File: src/rtl/fproc_pkg.sv
// Shared defaults and per-port state encoding for the measurement function processor.
package fproc_pkg;
    localparam int DEF_NUM_CORES  = 4;
    localparam int DEF_NUM_MEAS   = 4;
    localparam int DEF_ID_WIDTH   = 8;
    localparam int DEF_DATA_WIDTH = 32;

    localparam logic [1:0] ST_IDLE = 2'd0;
    localparam logic [1:0] ST_WAIT = 2'd1;
    localparam logic [1:0] ST_RESP = 2'd2;
endpackage

File: src/rtl/fproc_port.sv
// One core's request port: latch an id, wait for that channel's result, strobe it back.
module fproc_port
    import fproc_pkg::*;
#(
    parameter int NUM_MEAS   = DEF_NUM_MEAS,
    parameter int ID_WIDTH   = DEF_ID_WIDTH,
    parameter int DATA_WIDTH = DEF_DATA_WIDTH
) (
    input  logic                  clk,
    input  logic                  reset,
    input  logic                  enable,
    input  logic [ID_WIDTH-1:0]   id,
    input  logic [NUM_MEAS-1:0]   meas,
    input  logic [NUM_MEAS-1:0]   meas_valid,
    input  logic [NUM_MEAS-1:0]   res,
    input  logic [NUM_MEAS-1:0]   fresh,
    output logic                  ready,
    output logic [DATA_WIDTH-1:0] data,
    output logic [NUM_MEAS-1:0]   consume
);
    logic [1:0]          state;
    logic [ID_WIDTH-1:0] id_q;
    logic [NUM_MEAS-1:0] hit;
    logic                in_range;
    logic                avail;
    logic                sel_bit;

    // hit is one-hot on the requested channel, all-zero when id_q is out of range
    always_comb begin
        hit = '0;
        for (int k = 0; k < NUM_MEAS; k++)
            hit[k] = (32'(id_q) == 32'(k));
        in_range = 32'(id_q) < 32'(NUM_MEAS);
        avail    = |(hit & (fresh | meas_valid));
        sel_bit  = |(hit & meas_valid) ? |(hit & meas) : |(hit & res);
        consume  = (state == ST_WAIT && avail) ? hit : '0;
    end

    assign ready = (state == ST_RESP);

    always_ff @(posedge clk) begin
        if (reset) begin
            state <= ST_IDLE;
            id_q  <= '0;
            data  <= '0;
        end else begin
            case (state)
                ST_IDLE: if (enable) begin
                    id_q  <= id;
                    state <= ST_WAIT;
                end
                ST_WAIT: if (!in_range) begin
                    data  <= '0;
                    state <= ST_RESP;
                end else if (avail) begin
                    data  <= {{(DATA_WIDTH-1){1'b0}}, sel_bit};
                    state <= ST_RESP;
                end
                default: state <= ST_IDLE;
            endcase
        end
    end
endmodule

File: src/rtl/fproc_meas.sv
// Measurement result registers shared by NUM_CORES independent request ports.
module fproc_meas
    import fproc_pkg::*;
#(
    parameter int NUM_CORES  = DEF_NUM_CORES,
    parameter int NUM_MEAS   = DEF_NUM_MEAS,
    parameter int ID_WIDTH   = DEF_ID_WIDTH,
    parameter int DATA_WIDTH = DEF_DATA_WIDTH
) (
    input  logic                            clk,
    input  logic                            reset,
    input  logic [NUM_CORES-1:0]            fproc_enable,
    input  logic [NUM_CORES*ID_WIDTH-1:0]   fproc_id,
    input  logic [NUM_MEAS-1:0]             meas,
    input  logic [NUM_MEAS-1:0]             meas_valid,
    output logic [NUM_CORES-1:0]            fproc_ready,
    output logic [NUM_CORES*DATA_WIDTH-1:0] fproc_data
);
    logic [NUM_MEAS-1:0]                 res;
    logic [NUM_MEAS-1:0]                 fresh;
    logic [NUM_MEAS-1:0]                 consume;
    logic [NUM_CORES-1:0][NUM_MEAS-1:0]  port_consume;

    always_comb begin
        consume = '0;
        for (int c = 0; c < NUM_CORES; c++)
            consume |= port_consume[c];
    end

    // A consumed channel goes stale even if a new result lands on the same edge.
    always_ff @(posedge clk) begin
        if (reset) begin
            res   <= '0;
            fresh <= '0;
        end else begin
            res   <= (meas_valid & meas) | (~meas_valid & res);
            fresh <= (fresh | meas_valid) & ~consume;
        end
    end

    for (genvar c = 0; c < NUM_CORES; c++) begin : g_port
        fproc_port #(
            .NUM_MEAS   (NUM_MEAS),
            .ID_WIDTH   (ID_WIDTH),
            .DATA_WIDTH (DATA_WIDTH)
        ) u_port (
            .clk        (clk),
            .reset      (reset),
            .enable     (fproc_enable[c]),
            .id         (fproc_id[c*ID_WIDTH +: ID_WIDTH]),
            .meas       (meas),
            .meas_valid (meas_valid),
            .res        (res),
            .fresh      (fresh),
            .ready      (fproc_ready[c]),
            .data       (fproc_data[c*DATA_WIDTH +: DATA_WIDTH]),
            .consume    (port_consume[c])
        );
    end
endmodule

File: config.mk
export PLATFORM = sky130hd
export DESIGN_NAME = fproc_meas
export DESIGN_NICKNAME = d
export VERILOG_FILES = /design/src/rtl/fproc_pkg.sv /design/src/rtl/fproc_port.sv /design/src/rtl/fproc_meas.sv
export SDC_FILE = /design/constraint.sdc
export NUM_CORES = 1
export LEC_CHECK = 0
export CAP_MARGIN = 15
export CELL_PAD_IN_SITES_DETAIL_PLACEMENT = 1
export CELL_PAD_IN_SITES_GLOBAL_PLACEMENT = 1
export CORE_ASPECT_RATIO = 1.25
export CORE_MARGIN = 10
export CORE_UTILIZATION = 30
export CTS_BUF_LIST = sky130_fd_sc_hd__clkbuf_4 sky130_fd_sc_hd__clkbuf_8
export DETAILED_ROUTE_END_ITERATION = 16
export PLACE_DENSITY = 0.95
export SYNTH_ARGS = -nofsm -noshare
export SYNTH_HDL_FRONTEND = slang
export SYNTH_HIERARCHICAL = 1
export SYNTH_SLANG_ARGS = --single-unit
File: constraint.sdc
create_clock -name clk -period 2.2 [get_ports clk]
set_input_delay 0.44 -clock clk [delete_from_list [all_inputs] [get_ports clk]]
set_output_delay 0.44 -clock clk [all_outputs]
set_load 0.05 [all_outputs]
# Word-level counts from Yosys, hierarchy flattened
# Index checks and enable logic that the tools add are counted.
[totals] output_inout_bits=132 reg_bits=176 input_bits=46 word_cells=148
[op_classes] n_mux=32 n_bitwise=26 eq_ne=32 n_reduce_logical=40 n_lt_le_gt_ge=4
[op_table] operator="$mux 32" n=8
[op_table] operator="$and 4x4->4" n=19
[op_table] operator="$eq 8x2->1 const B" n=8
[op_table] operator="$reduce_or 4->1" n=16
[op_table] operator="$eq 8x1->1 const B" n=4
[op_table] operator="$logic_not 8->1" n=4
[op_table] operator="$lt 8x3->1 const B" n=4
[op_table] operator="$mux 2" n=12
[op_table] operator="$reduce_and 2->1" n=12
[op_table] operator="$or 4x4->4" n=5
[op_table] operator="$mux 4" n=4
[op_table] operator="$ne 2x2->1 const B" n=8
[op_table] operator="$pmux 2 s2" n=4
[op_table] operator="$ne 3x3->1 const B" n=4
[op_table] operator="$eq 2x1->1 const B" n=4
[op_table] operator="$eq 2x2->1 const B" n=4
[op_table] operator="$logic_not 2->1" n=4
[op_table] operator="$not 4->4" n=2
[op_table] operator="$logic_and 1x1->1" n=4
[op_table] operator="$mux 1" n=4

# Logic depth before layout (Yosys ltp)
# Gate-level depths: netlist (run 1).
[logic_depth] depth_word=10 depth_mapped=7 depth_no_buf=6

# By module
# Netlist (run 1), hierarchy kept.
[modules_own_cells] module="fproc_port" cells_each=94 seq_area_each_um2=220.2 area_each_um2=833.3 instances=4
[modules_own_cells] module="fproc_meas" cells_each=29 seq_area_each_um2=160.2 area_each_um2=300.3 instances=1

# Worst setup path before layout (run 1)
# No wires, ideal clock.
[synth_timing] path_kind="reg2reg" from="register g_port[2].u_port.id_q[0]" to="register fresh[2]" period_less_slack_ps=1707 stages_incl_launch_ff=8 n_path_buf=1 setup_ps=73 t_required_ps=2127 path_slack_ps=493 t_arrival_ps=1634 cell_sequence="dfxtp_1 > buf_2 > nor4b_1 > a21oi_1 > nand4_2 > nor3_1 > or4_4 > nor3_2"
[synth_rtl] element="from (decl)" line="fproc_port.sv:22" text="logic [ID_WIDTH-1:0] id_q;"
[synth_rtl] element="from (signal assigned)" line="fproc_port.sv:49" text="id_q <= id;"
[synth_rtl] element="to (signal assigned)" line="fproc_meas.sv:37" text="fresh <= (fresh | meas_valid) & ~consume;"
[synth_rtl] element="to (decl)" line="fproc_meas.sv:20" text="logic [NUM_MEAS-1:0] fresh;"

# Worst setup path in the final report (run 1)
[layout_timing] from="register g_port[0].u_port.state[1]" to="output port fproc_ready[0]"
[layout_via] elab_chain_cells=1
[layout_lines] element="from (decl)" line="fproc_port.sv:21" text="logic [1:0] state;"
[layout_lines] element="from (signal assigned)" line="fproc_port.sv:43" text="state <= ST_IDLE;"
[layout_lines] element="from (signal assigned)" line="fproc_port.sv:50" text="state <= ST_WAIT;"
[layout_lines] element="from (signal assigned)" line="fproc_port.sv:54" text="state <= ST_RESP;"
[layout_lines] element="$eq 2x2->1" line="fproc_port.sv:39" text="assign ready = (state == ST_RESP);"
[layout_lines] element="to (decl)" line="fproc_meas.sv:16" text="output logic [NUM_CORES-1:0] fproc_ready,"
# No other way between the ends.

==> results of run 1 <==
## state kept, by name, indices dropped and copies added, names as in the netlist, named ones only
name and cells:
g_port.u_port/state 8, fresh 4, g_port.u_port/data 4, g_port.u_port/id_q 32
## power by group through the flow
stage	Combinational, uW	Sequential (uW)	Clock (uW)
floorplan	980	1070	0
global placement	954	1100	0
detailed placement	975	1110	0
CTS	977	1090	704
global route	1050	1100	734
finish	987	1090	675
## layout by cell type, fill, tap and decap left out
| master | Yosys | layout |
|---|---|---|
| or4_4 | 5 | 5 |
| dlymetal6s2s_1 | 0 | 4 |
| a21oi_1 | 12 | 12 |
| nor4b_2 | 0 | 1 |
| nor4_2 | 0 | 1 |
| buf_2 | 12 | 1 |
| nor3_2 | 1 | 1 |
| nor4_1 | 4 | 3 |
| clkinv_2 | 0 | 1 |
| nand4_2 | 4 | 4 |
| clkbuf_4 | 0 | 1 |
| nor2_1 | 56 | 56 |
| dfxtp_1 | 52 | 52 |
| nor2b_1 | 12 | 12 |
| clkdlybuf4s50_1 | 0 | 45 |
| nor4b_1 | 4 | 3 |
| a21boi_0 | 4 | 4 |
| nor3b_2 | 0 | 1 |
| nor3_4 | 4 | 4 |
| a31oi_1 | 8 | 8 |
| clkbuf_8 | 0 | 5 |
| nand2_1 | 4 | 4 |
| nand2b_1 | 4 | 4 |
| mux2i_1 | 32 | 32 |
| buf_4 | 124 | 18 |
| mux4_2 | 12 | 12 |
| bufinv_16 | 0 | 1 |
| nor3_1 | 23 | 23 |
| o32ai_2 | 4 | 4 |
| or4_1 | 3 | 3 |
| inv_1 | 8 | 8 |
| conb_1 | 4 | 124 |
| nor3b_1 | 4 | 3 |
## metrics by stage
step	std cells	total power (uW)	setup WS [ps]	utilization, %
after floorplan	525	2050	493	-
after global placement	613	2050	-178	33.3
after detailed placement	613	2080	-274	33.3
after CTS	621	2770	56.1	34.2
after global routing	621	2890	4.04	34.4
final	621	2750	85.6	34.4
## worst paths after layout
kind / end
worst max-delay path: fproc_ready[0]
worst max register to register: fresh[0]
worst min-delay path: g_port[1].u_port/id_q[6]
worst min register to register: g_port[1].u_port/id_q[6]
## synth_stat cells (5+ instances only)
cell type,instances
or4_4,5
nor2_1,56
a31oi_1,8
inv_1,8
buf_4,124
a21oi_1,12
buf_2,12
nor3_1,23
dfxtp_1,52
mux4_2,12
mux2i_1,32
nor2b_1,12
## cell type report
class / count / area (um^2) / share of cell area, %
well taps: 161 / 201 / 4.99
inverters: 8 / 30.0 / 0.744
clock buffers: 6 / 76.3 / 1.89
multi-input cells: 324 / 2010 / 49.9
flip-flops and latches: 52 / 1040 / 25.8
repair buffers: 68 / 641 / 15.9
clock inverters: 2 / 35.0 / 0.868
## per-layer routing
layer | vias to the layer above | wire length (um) | global-route usage (%)
met1 | 1231 | 3700 | 11.1
met5 | - | 0 | 0
li1 | 1238 | - | -
met4 | 0 | 122 | 2.83
met2 | 136 | 4870 | 19.5
met3 | 11 | 978 | 4.69
## logic make-up (layout without fill, tap and decap cells)
logic type	count (synthesis)	count (layout)
buf+inv	149	84
simple gates	128	128
flops	52	52
mux	44	44
compound gates	28	28
other cells	4	124
## worst register-to-register path, stage by stage, from the launching register on
cell     delay [ps]
dfxtp_1         590
nor4b_1         290
a21oi_1         110
nand4_2         190
nor3_1           70
or4_1           510
nor3_1          150
## what timing repair did
item | CTS | global route
endpoints found under the hold margin | 0 | 0
endpoints found under the setup margin | 0 | 3
gates resized for setup | 0 | 6
hold buffers | 0 | 0
==> metrics.txt, run 1 <==
largest net degree at the start of global routing=37; remaining global-route overflow=0; Initial Util=between 30% and 40%; combinational power share=between 30% and 40%; Post-synth EDFFs=0; maximum clock path buffer count=2; total core area=~12000 um^2; net load switching power=~1100 uW; drt first pass iters=4; Crit Path Max Fanout=3; Crit Path Category=reg2out; type of origin of the critical path=flop; Nets=about 510; # IOs=approximately 180; WL per Instance=15.6 um; fillers=~1400; initial antenna violation count=0; Synth area leader=dfxtp_1; CTS tree=yes; row cnt=44; Lkg Pwr=0.00175 uW; CP Cell Sequence=nor2b_1 > clkdlybuf4s50_1; clock-pin slew on the worst setup and hold paths=around 90 ps; antenna cells=0; vias in the first global route=slightly below 3000; Sink Count=between 50 and 60; largest family of logic cells by synthesized area=buffers and inverters; sequential-to-total area share from yosys stat=between 20 and 30%; yosys warns=6; Worst setup EP type=output port; Async S/R FF share, synth=0%; RSZ-0062 raised after global routing=false; crit path from=g_port[0].u_port/state[1]; Post-Synth Adder-Cell Area=0%; Setup TNS=0 ps; DRC=0; TritonCTS Buffers=5; Placed Area=a little under 4000 um^2; status=finished, final reports clean; sequential fraction of design power=approximately two fifths; # setup viols final=0; Seq cells post-synth=52; Sw Ratio=around two fifths; number of hold violations in the final report=0; H-tree Lvls=2; Chip Width=118 um; skew final=between 8 and 9 ps; IO Port Bufs=between 50 and 60; worst reg2reg path startpoint=g_port[0].u_port/id_q[1]; first-pass GRT wire length=15200 um; post-route ant nets=0; initial drt markers=90; Main synth FF type=dfxtp_1; Power per Cell Area=681 nW/um^2; FF-to-FF path depth=6; Via density=between 4 and 5; Power Internal=around 1600 uW; Root Driver=clkbuf_8; flop2flop setup slack=roughly 200 ps; post-synthesis cell count=a little over 400; Tmin final=about 2100 ps; xor and xnor area share after synthesis=0%; hold path cells=2; Setup Fix Bufs, Post-CTS=0; slew of the pin with the lowest slew margin=between 700 and 800 ps; WP buf/inv=1; Compound-Gate Fraction of Synth Area=5.65%; Synth top area share=~29%; design area=4040 um^2; Synth Area in Simple Gates=between 20% and 30%; peak per-stage delay on the critical path=around 840 ps; Layout area overhead=11.1%; minimum hold slack=a little over 500 ps; fmax=0.473 GHz; Max-slew headroom=52.6%; Slowest-stage cell, CP=clkdlybuf4s50_1; Final Wtd Congestion=slightly below 0.9; share of layout cells above drive strength 1=between 10% and 20%; delay-heaviest family, CP=buffers and inverters; Crit. path cell count=2; mux cell area share after synthesis=16.3%; Avg Inst Size Synth=roughly 9 um^2; Post-DP HPWL=8000 um; vias=about 2600; DIE AREA=around 17000 um^2; post-synthesis cell type count=26; Clock Power Share=24.6%; Hold Path Class=reg2reg; Post-Syn Area=between 3000 and 4000 um^2; WL final=9670 um; Vert. Die Dim=about 140 um; max-cap violation count=0; Slew Limit Fails=0; CP required=between 1500 and 2000 ps; clk_lat worst skew=about 310 ps; total track usage=10.8%; critical path arrival=1670 ps; top post-synthesis cells by area=dfxtp_1, buf_4, mux2i_1; hold path start=g_port[1].u_port/id_q[6]; Final period util=between 90% and 100%; maximum vdd drop=between 0.2 and 0.3 mV
Note: power is estimated with default switching activity, not from simulation.
==> inputs of run 2 (changes only) <==
--- a/config.mk
+++ b/config.mk
@@ -6,11 +6,9 @@
 export NUM_CORES = 1
 export LEC_CHECK = 0
 export CAP_MARGIN = 15
-export CELL_PAD_IN_SITES_DETAIL_PLACEMENT = 1
-export CELL_PAD_IN_SITES_GLOBAL_PLACEMENT = 1
 export CORE_ASPECT_RATIO = 1.25
-export CORE_MARGIN = 10
-export CORE_UTILIZATION = 30
+export CORE_MARGIN = 3
+export CORE_UTILIZATION = 42
 export CTS_BUF_LIST = sky130_fd_sc_hd__clkbuf_4 sky130_fd_sc_hd__clkbuf_8
 export DETAILED_ROUTE_END_ITERATION = 16
 export PLACE_DENSITY = 0.95
==> metrics.txt, run 2 (same netlist as run 1, synthesis figures left out) <==
skew final=8.03 ps (was 8.31 ps); Root Driver=clkbuf_8 (unchanged); met2 wire len=3990 um (was 4870 um); Chip Width=89.2 um (was 118 um); DRC=0 (unchanged); TritonCTS Buffers=5 (unchanged); slew of the pin with the lowest slew margin=992 ps (was 711 ps); Total Power=2600 uW (was 2750 uW); type of origin of the critical path=input port (was flop); Worst Hold End=g_port[3].u_port/id_q[6] (was g_port[1].u_port/id_q[6]); Power per Cell Area=659 nW/um^2 (was 681 nW/um^2); FF-to-FF path depth=6 (unchanged); row cnt=37 (was 44); Sw Ratio=41.8% (was 40.7%); H-tree Lvls=2 (unchanged); cts hold-fix bufs=0 (unchanged); DIE AREA=9810 um^2 (was 16900 um^2); Placed Area=3830 um^2 (was 3900 um^2); Slew Limit Fails=0 (unchanged); maximum vdd drop=0.316 mV (was 0.286 mV); Tmin final=2100 ps (was 2110 ps); Via density=4.73 (was 4.21); total core area=8330 um^2 (was 11700 um^2); initial antenna violation count=0 (unchanged); Clock Power Share=20.7% (was 24.6%); Max-slew headroom=33.9% (was 52.6%); critical path arrival=2340 ps (was 1670 ps); largest net degree at the start of global routing=57 (was 37); max layer used=met4 (unchanged); max-cap violation count=0 (unchanged); drt first pass iters=4 (unchanged); net load switching power=1090 uW (was 1120 uW); clk_lat worst skew=310 ps (about the same); remaining global-route overflow=0 (unchanged); vias in the first global route=2415 (was 2974); Worst setup EP type=flop (was output port); clock-pin slew on the worst setup and hold paths=90 ps (about the same); Crit Path Max Fanout=10 (was 3); Post-DP HPWL=5830 um (was 8000 um); WL per Instance=13.1 um (was 15.6 um); combinational power share=37.6% (was 35.9%); design area=3950 um^2 (was 4040 um^2); Crit Path Category=in2reg (was reg2out); Sink Count=52 (unchanged); Metal-1 WL=2550 um (was 3700 um); CTS tree=yes (unchanged); Hold Path Class=reg2reg (unchanged); number of flip-flops in the largest register=32 (unchanged); Vert. Die Dim=110 um (was 143 um); Final period util=95.7% (was 96.1%); WL final=7320 um (was 9670 um); sequential fraction of design power=41.8% (was 39.6%); Final Wtd Congestion=0.835 (was 0.874); Top Registers=g_port.u_port/id_q x32, g_port.u_port/state x8 (unchanged); Layout area overhead=8.75% (was 11.1%); # setup viols final=0 (unchanged); first-pass GRT wire length=11300 um (was 15200 um); Initial Util=43.6% (was 31.0%); hold path start=g_port[3].u_port/id_q[6] (was g_port[1].u_port/id_q[6]); metal3 WL=561 um (was 978 um); total track usage=14.8% (was 10.8%); maximum clock path buffer count=2 (unchanged); hold path cells=2 (unchanged); worst reg2reg path startpoint=g_port[0].u_port/id_q[1] (unchanged); Nets=506 (was 505); r2r endpoint=fresh[1] (was fresh[0]); # IOs=178 (unchanged); share of layout cells above drive strength 1=12.8% (was 13.0%); antenna cells=0 (unchanged); most frequent cells in the layout=conb_1, nor2_1, dfxtp_1 (unchanged); most common cell after layout, fill and taps aside=conb_1 (unchanged); CP required=2440 ps (was 1760 ps); number of hold violations in the final report=0 (unchanged); most flop-heavy register=g_port.u_port/id_q (unchanged); IO Port Bufs=53 (unchanged); Power Internal=1520 uW (was 1630 uW); Lkg Pwr=0.00172 uW (was 0.00175 uW); flop2flop setup slack=270 ps (was 200 ps); vias=2635 (was 2616); initial drt markers=150 (was 90); post-route ant nets=0 (unchanged); status=finished, final reports clean (unchanged); fmax=0.475 GHz (was 0.473 GHz)
-- run 2: cell types whose count changed in the layout (fill, tap and decap cells not counted) --
cell             before  now
clkdlybuf4s50_1      45   50
nor4b_1               3    0
nor4b_2               1    4
buf_4                18   16
dlymetal6s2s_1        4    2
bufinv_16             1    0
nor3b_1               3    4
nor3b_2               1    0
-- run 2: how the worst max path moves through the flow --
| stage | to | start | slack [ps] | cells after the start |
|---|---|---|---|---|
| 2_1_floorplan | fresh[2] | g_port[2].u_port/id_q[0] | 490 | 7 |
| 3_3_place_gp | fresh[2] | meas_valid[2] | -130 | 7 |
| 3_5_place_dp | fresh[2] | meas_valid[2] | -170 | 7 |
| 4_1_cts | fproc_ready[1] | g_port[1].u_port/state[1] | 70 | 2 |
| 5_1_grt | fresh[0] | meas_valid[1] | -6 | 7 |
| 6_report | fresh[1] | meas_valid[1] | 100 | 7 |
-- run 2: layout make-up --
cell class,instances,area [um^2]
Fill cell,776,4380
Multi-Input combinational cell,324,2030
Sequential cell,52,1040
Timing Repair Buffer,69,651
Tap cell,97,121
Clock buffer,6,76.3
Inverter,8,30.0
Clock inverter,1,5.00
-- run 2: repair_timing --
action                                  in CTS  in global routing
endpoints found under the setup margin       0                  3
gates resized for setup                      0                  7
setup buffers                                0                  0
-- run 2: stage by stage --
stage          std cells  setup TNS (ps)  utilization (%)  worst slack (ps)  hold WS [ps]
6_report             557               0             47.4              95.5           512
4_1_cts              557               0             47.0              71.2           514
2_1_floorplan        525               0                -               493           461
3_5_place_dp         550            -640             46.0              -171           492
3_3_place_gp         550            -435             46.0              -132           477
5_1_grt              557           -6.23             47.4             -6.23           550
-- run 2: power by group through the flow --
stage	registers (uW)	clock network, uW	logic (uW)
floorplan	1070	0	980
global placement	1100	0	951
detailed placement	1110	0	968
CTS	1080	554	970
global route	1100	587	1040
finish	1090	538	978
-- run 2: worst max-delay path, cell delays in order --
cell and delay [ps]:
clkdlybuf4s50_1 580, nor3_1 260, a21oi_1 120, nand4_2 160, nor3_1 90, or4_1 550
nor3_1 130
-- run 2: layer usage --
| metal | vias up | global-route usage (%) |
|---|---|---|
| li1 | 1235 | - |
| met1 | 1220 | 16.0 |
| met2 | 164 | 28.3 |
| met3 | 16 | 2.53 |
| met4 | 0 | 5.21 |
| met5 | - | 0 |
==> inputs of run 3 (changes only) <==
--- a/config.mk
+++ b/config.mk
@@ -5,7 +5,7 @@
 export SDC_FILE = /design/constraint.sdc
 export NUM_CORES = 1
 export LEC_CHECK = 0
-export CAP_MARGIN = 15
+export CAP_MARGIN = 20
 export CORE_ASPECT_RATIO = 1.25
 export CORE_MARGIN = 3
 export CORE_UTILIZATION = 42
==> results of run 3 <==
Final layout, timing and power as in run 2 (identical DEF).
